**config.mk**
```make
export PLATFORM = sky130hd
export DESIGN_NAME = uart_rx_flat
export DESIGN_NICKNAME = d
export VERILOG_FILES = /design/src/rtl/uart_pkg.sv /design/src/rtl/uart_rx_if.sv /design/src/rtl/uart_rx_sync.sv /design/src/rtl/uart_rx.sv /design/src/flat_wrapper.sv
export SDC_FILE = /design/constraint.sdc
export NUM_CORES = 1
export LEC_CHECK = 0
export CAP_MARGIN = 20
export CORE_MARGIN = 3
export CORE_UTILIZATION = 59
export DETAILED_ROUTE_END_ITERATION = 7
export GPL_ROUTABILITY_DRIVEN = 0
export PLACE_DENSITY_LB_ADDON = 0.2
export SLEW_MARGIN = 30
export SYNTH_ARGS = -nofsm -noshare
export SYNTH_HDL_FRONTEND = slang
export SYNTH_SLANG_ARGS = --single-unit
export TNS_END_PERCENT = 5
```
**constraint.sdc**
```tcl
create_clock -name i_clk -period 4.2 [get_ports i_clk]
set_input_delay 0.63 -clock i_clk [delete_from_list [all_inputs] [get_ports i_clk]]
set_output_delay 0.63 -clock i_clk [all_outputs]
set_load 0.005 [all_outputs]
```
**src/rtl/uart_pkg.sv**
```systemverilog
// Shared definitions for the UART receiver slice.
//   rx_state_t : receiver FSM state encoding
//   DATA_BITS  : default data bits per frame
//   OVERSAMPLE : default baud-clock edges per bit period
//   maj3       : 2-of-3 majority vote used for mid-bit sampling
package uart_pkg;

    localparam int unsigned DATA_BITS  = 8;
    localparam int unsigned OVERSAMPLE = 16;

    typedef enum logic [2:0] {
        IDLE      = 3'd0,
        START     = 3'd1,
        DATA      = 3'd2,
        STOP      = 3'd3,
        WAIT_IDLE = 3'd4
    } rx_state_t;

    function automatic logic maj3(input logic a, input logic b, input logic c);
        return (a & b) | (a & c) | (b & c);
    endfunction

endpackage

```
**src/rtl/uart_rx_if.sv**
```systemverilog
// Byte output handshake of the UART receiver.
//   o_data  : received byte, valid while o_valid is high
//   o_valid : byte available
//   i_ready : consumer takes the byte when o_valid & i_ready
// master = receiver side, slave = consumer side.
interface uart_rx_if import uart_pkg::*; #(
    parameter int unsigned DataBits = DATA_BITS
);

    logic [DataBits-1:0] o_data;
    logic                o_valid;
    logic                i_ready;

    modport master (output o_data, output o_valid, input  i_ready);
    modport slave  (input  o_data, input  o_valid, output i_ready);

endinterface

```
**src/rtl/uart_rx_sync.sv**
```systemverilog
// Input conditioning for the UART receiver.
//   i_clk, i_rst_n : system clock, async active-low reset
//   i_baud_clk     : oversampled baud level, already in the i_clk domain
//   i_rx           : asynchronous serial line (idle high)
//   o_rxs          : i_rx after SyncStages flops (registered)
//   o_tick_c       : one-cycle strobe on each rising edge of i_baud_clk
module uart_rx_sync #(
    parameter int unsigned SyncStages = 2
) (
    input  logic i_clk,
    input  logic i_rst_n,
    input  logic i_baud_clk,
    input  logic i_rx,
    output logic o_rxs,
    output logic o_tick_c
);

    logic [SyncStages-1:0] rx_sync_q;
    logic [SyncStages:0]   rx_chain;
    logic                  baud_q;

    assign rx_chain = {rx_sync_q, i_rx};

    // Synchroniser chain resets to the idle line level so reset never looks like a start bit.
    always_ff @(posedge i_clk or negedge i_rst_n) begin
        if (!i_rst_n) begin
            rx_sync_q <= '1;
            baud_q    <= 1'b0;
        end else begin
            rx_sync_q <= rx_chain[SyncStages-1:0];
            baud_q    <= i_baud_clk;
        end
    end

    assign o_rxs    = rx_sync_q[SyncStages-1];
    assign o_tick_c = i_baud_clk & ~baud_q;

endmodule

```
**src/rtl/uart_rx.sv**
```systemverilog
// 8N1-style UART receiver with 3-sample majority vote around mid-bit.
//   i_clk, i_rst_n : system clock, async active-low reset
//   i_baud_clk     : baud level toggling at BaudRate*OverSample
//   i_rx           : asynchronous serial input, idle high
//   rx_if          : byte output handshake (o_data / o_valid / i_ready)
//   o_frame_err    : one-cycle pulse, stop bit sampled low
//   o_overrun      : one-cycle pulse, byte dropped because previous one still pending
//   o_busy         : FSM not idle
module uart_rx import uart_pkg::*; #(
    parameter int unsigned DataBits   = DATA_BITS,
    parameter int unsigned OverSample = OVERSAMPLE,
    parameter int unsigned SyncStages = 2
) (
    input  logic      i_clk,
    input  logic      i_rst_n,
    input  logic      i_baud_clk,
    input  logic      i_rx,
    uart_rx_if.master rx_if,
    output logic      o_frame_err,
    output logic      o_overrun,
    output logic      o_busy
);

    localparam int unsigned CntW = $clog2(OverSample);
    localparam int unsigned BitW = $clog2(DataBits);

    localparam logic [CntW-1:0] CntLast = CntW'(OverSample - 1);
    localparam logic [CntW-1:0] CntMm1  = CntW'(OverSample / 2 - 1);
    localparam logic [CntW-1:0] CntMid  = CntW'(OverSample / 2);
    localparam logic [CntW-1:0] CntMp1  = CntW'(OverSample / 2 + 1);
    localparam logic [BitW-1:0] BitLast = BitW'(DataBits - 1);

    localparam logic [2:0] ST_IDLE  = IDLE;
    localparam logic [2:0] ST_START = START;
    localparam logic [2:0] ST_DATA  = DATA;
    localparam logic [2:0] ST_STOP  = STOP;
    localparam logic [2:0] ST_WAIT  = WAIT_IDLE;

    logic                rxs;
    logic                tick_c;
    logic                maj_c;

    logic [2:0]          state_q,  state_d;
    logic [CntW-1:0]     cnt_q,    cnt_d;
    logic [BitW-1:0]     bitidx_q, bitidx_d;
    logic                s0_q,     s0_d;
    logic                s1_q,     s1_d;
    logic [DataBits-1:0] shift_q,  shift_d;
    logic [DataBits-1:0] data_q,   data_d;
    logic                valid_q,  valid_d;
    logic                fe_q,     fe_d;
    logic                ov_q,     ov_d;
    logic                busy_q;

    uart_rx_sync #(.SyncStages(SyncStages)) u_sync (
        .i_clk      (i_clk),
        .i_rst_n    (i_rst_n),
        .i_baud_clk (i_baud_clk),
        .i_rx       (i_rx),
        .o_rxs      (rxs),
        .o_tick_c   (tick_c)
    );

    // State and datapath registers.
    always_ff @(posedge i_clk or negedge i_rst_n) begin
        if (!i_rst_n) begin
            state_q  <= ST_IDLE;
            cnt_q    <= '0;
            bitidx_q <= '0;
            s0_q     <= 1'b0;
            s1_q     <= 1'b0;
            shift_q  <= '0;
            data_q   <= '0;
            valid_q  <= 1'b0;
            fe_q     <= 1'b0;
            ov_q     <= 1'b0;
            busy_q   <= 1'b0;
        end else begin
            state_q  <= state_d;
            cnt_q    <= cnt_d;
            bitidx_q <= bitidx_d;
            s0_q     <= s0_d;
            s1_q     <= s1_d;
            shift_q  <= shift_d;
            data_q   <= data_d;
            valid_q  <= valid_d;
            fe_q     <= fe_d;
            ov_q     <= ov_d;
            busy_q   <= (state_d != ST_IDLE);
        end
    end

    // Next-state: frame recovery on baud ticks, output handshake every cycle.
    always_comb begin
        state_d  = state_q;
        cnt_d    = cnt_q;
        bitidx_d = bitidx_q;
        s0_d     = s0_q;
        s1_d     = s1_q;
        shift_d  = shift_q;
        data_d   = data_q;
        valid_d  = valid_q;
        fe_d     = 1'b0;
        ov_d     = 1'b0;
        // Third vote is the live sample at cnt = M+1.
        maj_c    = maj3(s0_q, s1_q, rxs);

        if (valid_q && rx_if.i_ready) begin
            valid_d = 1'b0;
        end

        if (tick_c) begin
            if (state_q == ST_START || state_q == ST_DATA || state_q == ST_STOP) begin
                cnt_d = (cnt_q == CntLast) ? '0 : cnt_q + CntW'(1);
                if (cnt_q == CntMm1) s0_d = rxs;
                if (cnt_q == CntMid) s1_d = rxs;
            end

            case (state_q)
                ST_IDLE: begin
                    if (!rxs) begin
                        cnt_d   = '0;
                        state_d = ST_START;
                    end
                end
                ST_START: begin
                    if (cnt_q == CntMp1 && maj_c) begin
                        state_d = ST_IDLE;
                    end else if (cnt_q == CntLast) begin
                        bitidx_d = '0;
                        state_d  = ST_DATA;
                    end
                end
                ST_DATA: begin
                    if (cnt_q == CntMp1) begin
                        shift_d = {maj_c, shift_q[DataBits-1:1]};
                    end
                    if (cnt_q == CntLast) begin
                        if (bitidx_q == BitLast) state_d = ST_STOP;
                        else                     bitidx_d = bitidx_q + BitW'(1);
                    end
                end
                ST_STOP: begin
                    // Leave half a bit early so the next start edge is not missed.
                    if (cnt_q == CntMp1) begin
                        if (maj_c) begin
                            state_d = ST_IDLE;
                            if (valid_q && !rx_if.i_ready) begin
                                ov_d = 1'b1;
                            end else begin
                                data_d  = shift_q;
                                valid_d = 1'b1;
                            end
                        end else begin
                            fe_d    = 1'b1;
                            state_d = ST_WAIT;
                        end
                    end
                end
                ST_WAIT: begin
                    // A held-low line must return high before another frame is armed.
                    if (rxs) state_d = ST_IDLE;
                end
                default: state_d = ST_IDLE;
            endcase
        end
    end

    assign rx_if.o_data  = data_q;
    assign rx_if.o_valid = valid_q;
    assign o_frame_err   = fe_q;
    assign o_overrun     = ov_q;
    assign o_busy        = busy_q;

endmodule

```
**src/flat_wrapper.sv**
```systemverilog
// flat-port wrapper written by rule: the top's interface ports become plain ports
module uart_rx_flat import uart_pkg::*;
#(
    parameter int unsigned DataBits   = DATA_BITS,
    parameter int unsigned OverSample = OVERSAMPLE,
    parameter int unsigned SyncStages = 2
)
  (i_clk, i_rst_n, i_baud_clk, i_rx, o_frame_err, o_overrun, o_busy, rx_if_o_data, rx_if_o_valid, rx_if_i_ready);
  uart_rx_if #(.DataBits(DataBits)) rx_if_i ();
  input  logic i_clk;
  input  logic i_rst_n;
  input  logic i_baud_clk;
  input  logic i_rx;
  output logic o_frame_err;
  output logic o_overrun;
  output logic o_busy;
  output wire logic [$bits(rx_if_i.o_data)-1:0] rx_if_o_data;
  output wire logic [$bits(rx_if_i.o_valid)-1:0] rx_if_o_valid;
  input wire logic [$bits(rx_if_i.i_ready)-1:0] rx_if_i_ready;
  assign rx_if_o_data = rx_if_i.o_data;
  assign rx_if_o_valid = rx_if_i.o_valid;
  assign rx_if_i.i_ready = rx_if_i_ready;
  uart_rx #(.DataBits(DataBits), .OverSample(OverSample), .SyncStages(SyncStages)) u_core (.i_clk(i_clk), .i_rst_n(i_rst_n), .i_baud_clk(i_baud_clk), .i_rx(i_rx), .rx_if(rx_if_i), .o_frame_err(o_frame_err), .o_overrun(o_overrun), .o_busy(o_busy));
endmodule
```
==> flow_summary_export.csv, run 1 <==
group,metric,value,unit
grt,antenna_found_initial,0,
routing,vias,1055,
synth,synth.area.top_cells,"dfrtp_1, mux2_2, ha_1",
finish,regArea,878,sq um
clock_tree,ctsRootBufferMaster,"clkbuf_4",
setup_path,crit_chain,"clkdlybuf4s50_1 -> nor3b_4 -> nand4_1 -> nor2b_1 -> mux2_2",
timing,min_period,2.51,ns
timing,period_share,59.9,%
clock_tree,clockBufferDepth,2,
routing,ant_nets,0,
routing,wl_per_cell,16.0,um
clock_tree,cts_sinks,35,
finish,num-fill-cells,190,
run,max-cap-violations,0,
grt,grt_pass1_vias,1121,
synth,yosys_warnings,0,
synth,yosysSeqAreaShare,54.3,%
power_and_ir_drop,power_density,409,mW/mm^2
clock_tree,post_cts_buffers,0,
hold_path,hold_path_class,"reg -> reg",
place,hpwl,2070,um
setup_path,path_class,"in -> reg",
routing,drc,0,
floorplan,design.die.area,0.00340,sq mm
synth,yosys.area.top_type,"dfrtp_1",
clock_tree,cts_made_buffers,5,
synth,synth.cell_area,0.00162,sq mm
setup_path,path_max_fanout,8,
finish,area_growth_syn_to_layout,13.7,%
synth,synthFlopType,"dfrtp_1",
synth,async_reset_ff_share,100,%
timing,worst_slew_pin_slew,0.718,ns
timing,hold_viol,0,
synth,synth_area_per_cell,12.2,sq um
floorplan,core,0.00254,sq mm
floorplan,initial_core_util,63.5,%
synth,yosys.area.top_type_share,51.1,%
synth,synthesis.nets,143,
status,status,"finished, final reports clean",
setup_path,slowest_delay,0.61,ns
grt,grt.total_usage,20.2,%
power_and_ir_drop,power.leakage,0.838,nW
synth,syn_inst,133,
finish,multi_input_area,689,sq um
synth,synth_cell_types,41,
setup_path,end_kind,"register",
routing,wl,2910,um
timing,fin_ws,1.69,ns
finish,antenna_cells,0,
place,place_ws,1.34,ns
place,dp_cells,174,
grt,grt_first_pass_wirelength,5060,um
synth,ys_ff_latch,35,
routing,drt_iter0_markers,33,
finish,layout.cells.non_filler,182,
synth,synthTopCellsByCount,"dfrtp_1, mux2_2, a21oi_1",
floorplan,io_pins,17,
timing,holdWs,0.366,ns
floorplan,core.rowCount,18,
floorplan,die_w,58.3,um
timing,fmax,0.398,GHz
timing,setup_tns,0,ns
grt,grt-ovfl-total,0,
floorplan,die_h,58.3,um
setup_path,reg2reg_depth,6,
routing,dr.pass1.iters,4,
timing,rsz0062_at_grt,"no",
clock_tree,cts_tree,"built",
setup_path,cp.required,4.42,ns
clock_tree,htreeDepth,2,
finish,drive_gt1_share,21.1,%
clock_tree,clk_latency,0.34,ns
timing,finalClockSkew,0.0102,ns
place,portBuffers,16,
synth,synth_edf_count,0,
setup_path,cp-start-kind,"input port",
hold_path,hold_depth,0,
routing,vias_per_cell,5.80,
timing,setup_viol,0,
clock_tree,cts.reportedPaths.clkPinSlew,0.10,ns
timing,maxSlewHeadroom,52.0,%
synth,synthMostInstantiatedCell,"dfrtp_1",
setup_path,slowest_stage,"nor2b_1",
finish,nets,161,
power_and_ir_drop,peakVddDrop,0.292,mV
timing,slew_viol_final,0,
grt,grt_max_degree,36,
clock_tree,post_cts_resized,0,
setup_path,crit_arrival,2.74,ns
clock_tree,holdBufCountCts,0,
finish,utilization,72.2,%
[metrics by stage]
stage / cell area [sq um] / power, mW
2_1_floorplan: 1620 / 0.534
3_3_place_gp: 1780 / 0.567
3_5_place_dp: 1780 / 0.582
4_1_cts: 1840 / 0.759
5_1_grt: 1840 / 0.802
6_report: 1840 / 0.752
[routing by layer]
layer  global-route usage [%]  up-vias  routed length (um)
met1                     26.2      516                1330
met4                     9.93        0                  51
met2                     31.4       20                1410
met5                        0        -                   0
met3                     5.26        6                 116
li1                         -      513                   -
[layout by cell type, fill, tap and decap left out, types with 3 or more instances in the layout]
| cell | netlist | layout |
|---|---|---|
| dfrtp_1 | 33 | 33 |
| mux2_2 | 17 | 17 |
| clkdlybuf4s50_1 | 0 | 16 |
| a21oi_1 | 8 | 8 |
| nand2_1 | 7 | 7 |
| nor2_1 | 7 | 7 |
| o21ai_0 | 5 | 5 |
| ha_1 | 5 | 5 |
| clkbuf_4 | 0 | 5 |
| nand2b_1 | 4 | 4 |
| inv_1 | 3 | 3 |
| nor2b_1 | 3 | 3 |
| nand4b_1 | 3 | 3 |
[worst max-delay path: cells and delay by family]
kind,cells,cell delay (ns)
simple gates,3,1.17
mux,1,0.41
buf+inv,1,0.51
[worst paths after layout]
| kind | from | end | slack [ns] |
|---|---|---|---|
| worst max-delay path | i_baud_clk | u_core.rx_if.o_data[4] | 1.69 |
| worst min-delay path | u_core.u_sync.rx_sync_q[0] | u_core.u_sync.rx_sync_q[1] | 0.37 |
| worst max register to register | u_core.cnt_q[1] | u_core.rx_if.o_data[4] | 1.87 |
| worst min register to register | u_core.u_sync.rx_sync_q[0] | u_core.u_sync.rx_sync_q[1] | 0.37 |
| max in group asynchronous | i_rst_n | u_core.u_sync.rx_sync_q[0] | 3.18 |
| min in group asynchronous | i_rst_n | u_core.rx_if.o_valid | 0.69 |
[area by class of cell]
class                   instances  share of cell area (%)
repair buffers                 17                    9.12
clock buffers                   6                    2.25
well taps                      30                    2.04
inverters                       3                   0.613
flip-flops and latches         35                    47.8
clock inverters                 2                   0.681
multi-input cells              89                    37.5
[cells by family after synthesis]
group / Yosys count / synth area share, %
AO/OA/AOI/OAI: 20 / 7.66
XOR/XNOR: 1 / 0.542
adder cells (fa/ha/maj): 6 / 4.49
buffers and inverters: 9 / 3.02
flip-flops: 35 / 54.3
multiplexers: 19 / 13.4
AND/OR/NAND/NOR: 43 / 16.6
[sequential cells by signal (all words and copies together) (netlist names), 2 cells and up]
| name | flops |
|---|---|
| u_core.rx_if.o_data | 8 |
| u_core.shift_q | 8 |
| u_core.cnt_q | 4 |
| u_core.bitidx_q | 3 |
| u_core.state_q | 3 |
| u_core.u_sync.rx_sync_q | 2 |
[power breakdown]
part,switching (mW),internal [mW]
logic,0.0824,0.0736
clock network,0.111,0.0645
registers,0.0502,0.371
Power figures use the tool's default switching activity.
==> inputs of run 2 (changes only) <==
Settings changed: CORE_UTILIZATION 59 to 50.
Clock period 4.2 ns to 2.1 ns, I/O delays scaled along.
==> flow_summary_export.csv, run 2 (synthesis gave the netlist of run 1 again) <==
group,metric,value,unit
floorplan,die_h,62.9,um
floorplan,io_pins,17,
setup_path,cp-start-kind,"register",
clock_tree,post_cts_resized,0,
power_and_ir_drop,p_int,1.27,mW
status,status,"finished, final reports clean",
power_and_ir_drop,p_sw_share,27.7,%
setup_path,path_max_fanout,8,
power_and_ir_drop,clkPwrFrac,33.8,%
routing,drc,0,
timing,period_share,91.7,%
routing,ant_nets,0,
finish,num-fill-cells,260,
grt,antenna_found_initial,0,
power_and_ir_drop,switching_power,0.487,mW
clock_tree,ctsRootBufferMaster,"clkbuf_4",
floorplan,initial_core_util,52.5,%
setup_path,slowest_stage,"dfrtp_1",
hold_path,hold_path_class,"in -> async",
finish,nets,166,
power_and_ir_drop,power_frac_seq,47.8,%
setup_path,crit_arrival,2.16,ns
timing,holdWs,0.362,ns
clock_tree,clk_latency,0.34,ns
run,max-cap-violations,0,
clock_tree,htreeDepth,2,
timing,rsz0062_at_grt,"no",
clock_tree,clockBufferDepth,2,
power_and_ir_drop,power_density,906,mW/mm^2
setup_path,slowest_delay,0.41,ns
routing,drt_iter0_markers,41,
timing,min_period,1.93,ns
routing,vias,1043,
setup_path,path_class,"reg -> reg",
timing,finalClockSkew,0.0130,ns
routing,vias_per_cell,5.19,
timing,setup_viol,0,
clock_tree,post_cts_buffers,0,
power_and_ir_drop,peakVddDrop,0.813,mV
timing,slew_viol_final,0,
finish,area_growth_syn_to_layout,20.0,%
finish,final_common_cell,"dfrtp_1",
setup_path,crit_chain,"inv_1 -> ha_1 -> and3b_1 -> nand4_1 -> nor2b_1 -> buf_4 -> mux2_2",
place,hpwl,1950,um
power_and_ir_drop,p_comb_share,18.4,%
timing,maxSlewHeadroom,70.3,%
grt,grt_first_pass_wirelength,5110,um
setup_path,cp.required,2.34,ns
routing,wl_per_cell,14.3,um
floorplan,die_w,62.9,um
setup_path,crit_family,"simple AND/OR/NAND/NOR gates",
clock_tree,holdBufCountCts,0,
floorplan,design.die.area,0.00395,sq mm
setup_path,path_buf_inv,2,
floorplan,core,0.00308,sq mm
timing,worst_slew_pin_slew,0.441,ns
grt,grt_pass1_vias,1060,
grt,grt-ovfl-total,0,
finish,drive_gt1_share,23.6,%
grt,grt_max_degree,36,
timing,fmax,0.519,GHz
routing,dr.pass1.iters,4,
clock_tree,cts_sinks,35,
setup_path,end_kind,"register",
floorplan,core.rowCount,20,
power_and_ir_drop,power.leakage,0.887,nW
clock_tree,cts_tree,"built",
place,portBuffers,16,
routing,wl,2880,um
grt,grt.total_usage,16.8,%
finish,antenna_cells,0,
clock_tree,cts.reportedPaths.clkPinSlew,0.11,ns
finish,layout_common_cells,"dfrtp_1, mux2_2, clkdlybuf4s50_1",
timing,hold_viol,0,
timing,setup_tns,0,ns
clock_tree,cts_made_buffers,5,
[run 2: area by class of cell]
class	count	area, sq um	area share, %
clock buffers	6	41.3	2.13
clock inverters	2	60.1	3.09
inverters	3	11.3	0.580
multi-input cells	89	689	35.5
flip-flops and latches	35	878	45.3
well taps	44	55.1	2.84
repair buffers	22	205	10.6
[run 2: final timing paths]
kind	startpoint	endpoint	slack [ns]	cells after the start
max in group asynchronous	i_rst_n	u_core.u_sync.rx_sync_q[1]	1.40	2
worst max-delay path	u_core.cnt_q[1]	u_core.rx_if.o_data[7]	0.17	7
worst min-delay path	i_rst_n	u_core.cnt_q[1]	0.36	2
min in group i_clk	i_rx	u_core.u_sync.rx_sync_q[0]	0.36	1
worst max register to register	u_core.cnt_q[1]	u_core.rx_if.o_data[7]	0.17	7
worst min register to register	u_core.u_sync.rx_sync_q[0]	u_core.u_sync.rx_sync_q[1]	0.37	0
[run 2: per-layer routing]
metal / vias to the layer above / share of wire (%) / GRT usage [%]
li1: 519 / - / -
met1: 498 / 48 / 21.8
met4: 0 / 2.3 / 6.61
met5: - / 0 / 0
met2: 18 / 45 / 25.8
met3: 8 / 4.6 / 5.58
[run 2: power groups by stage]
stage / logic, mW / clock network, mW / registers (mW)
global placement: 0.308 / 0 / 0.845
CTS: 0.329 / 0.613 / 0.840
floorplan: 0.265 / 0 / 0.803
detailed placement: 0.315 / 0 / 0.848
global route: 0.373 / 0.639 / 0.858
finish: 0.324 / 0.595 / 0.840
[run 2: metrics by stage]
stage / power [mW] / instances / cell area [sq um] / setup WS (ns) / utilization, %
floorplan: 1.07 / 133 / 1620 / 0.261 / -
global placement: 1.15 / 193 / 1840 / 0.0759 / 59.8
detailed placement: 1.16 / 193 / 1840 / 0.0573 / 59.8
CTS: 1.78 / 201 / 1940 / 0.170 / 63.0
global route: 1.87 / 201 / 1940 / 0.0130 / 63.0
finish: 1.76 / 201 / 1940 / 0.175 / 63.0
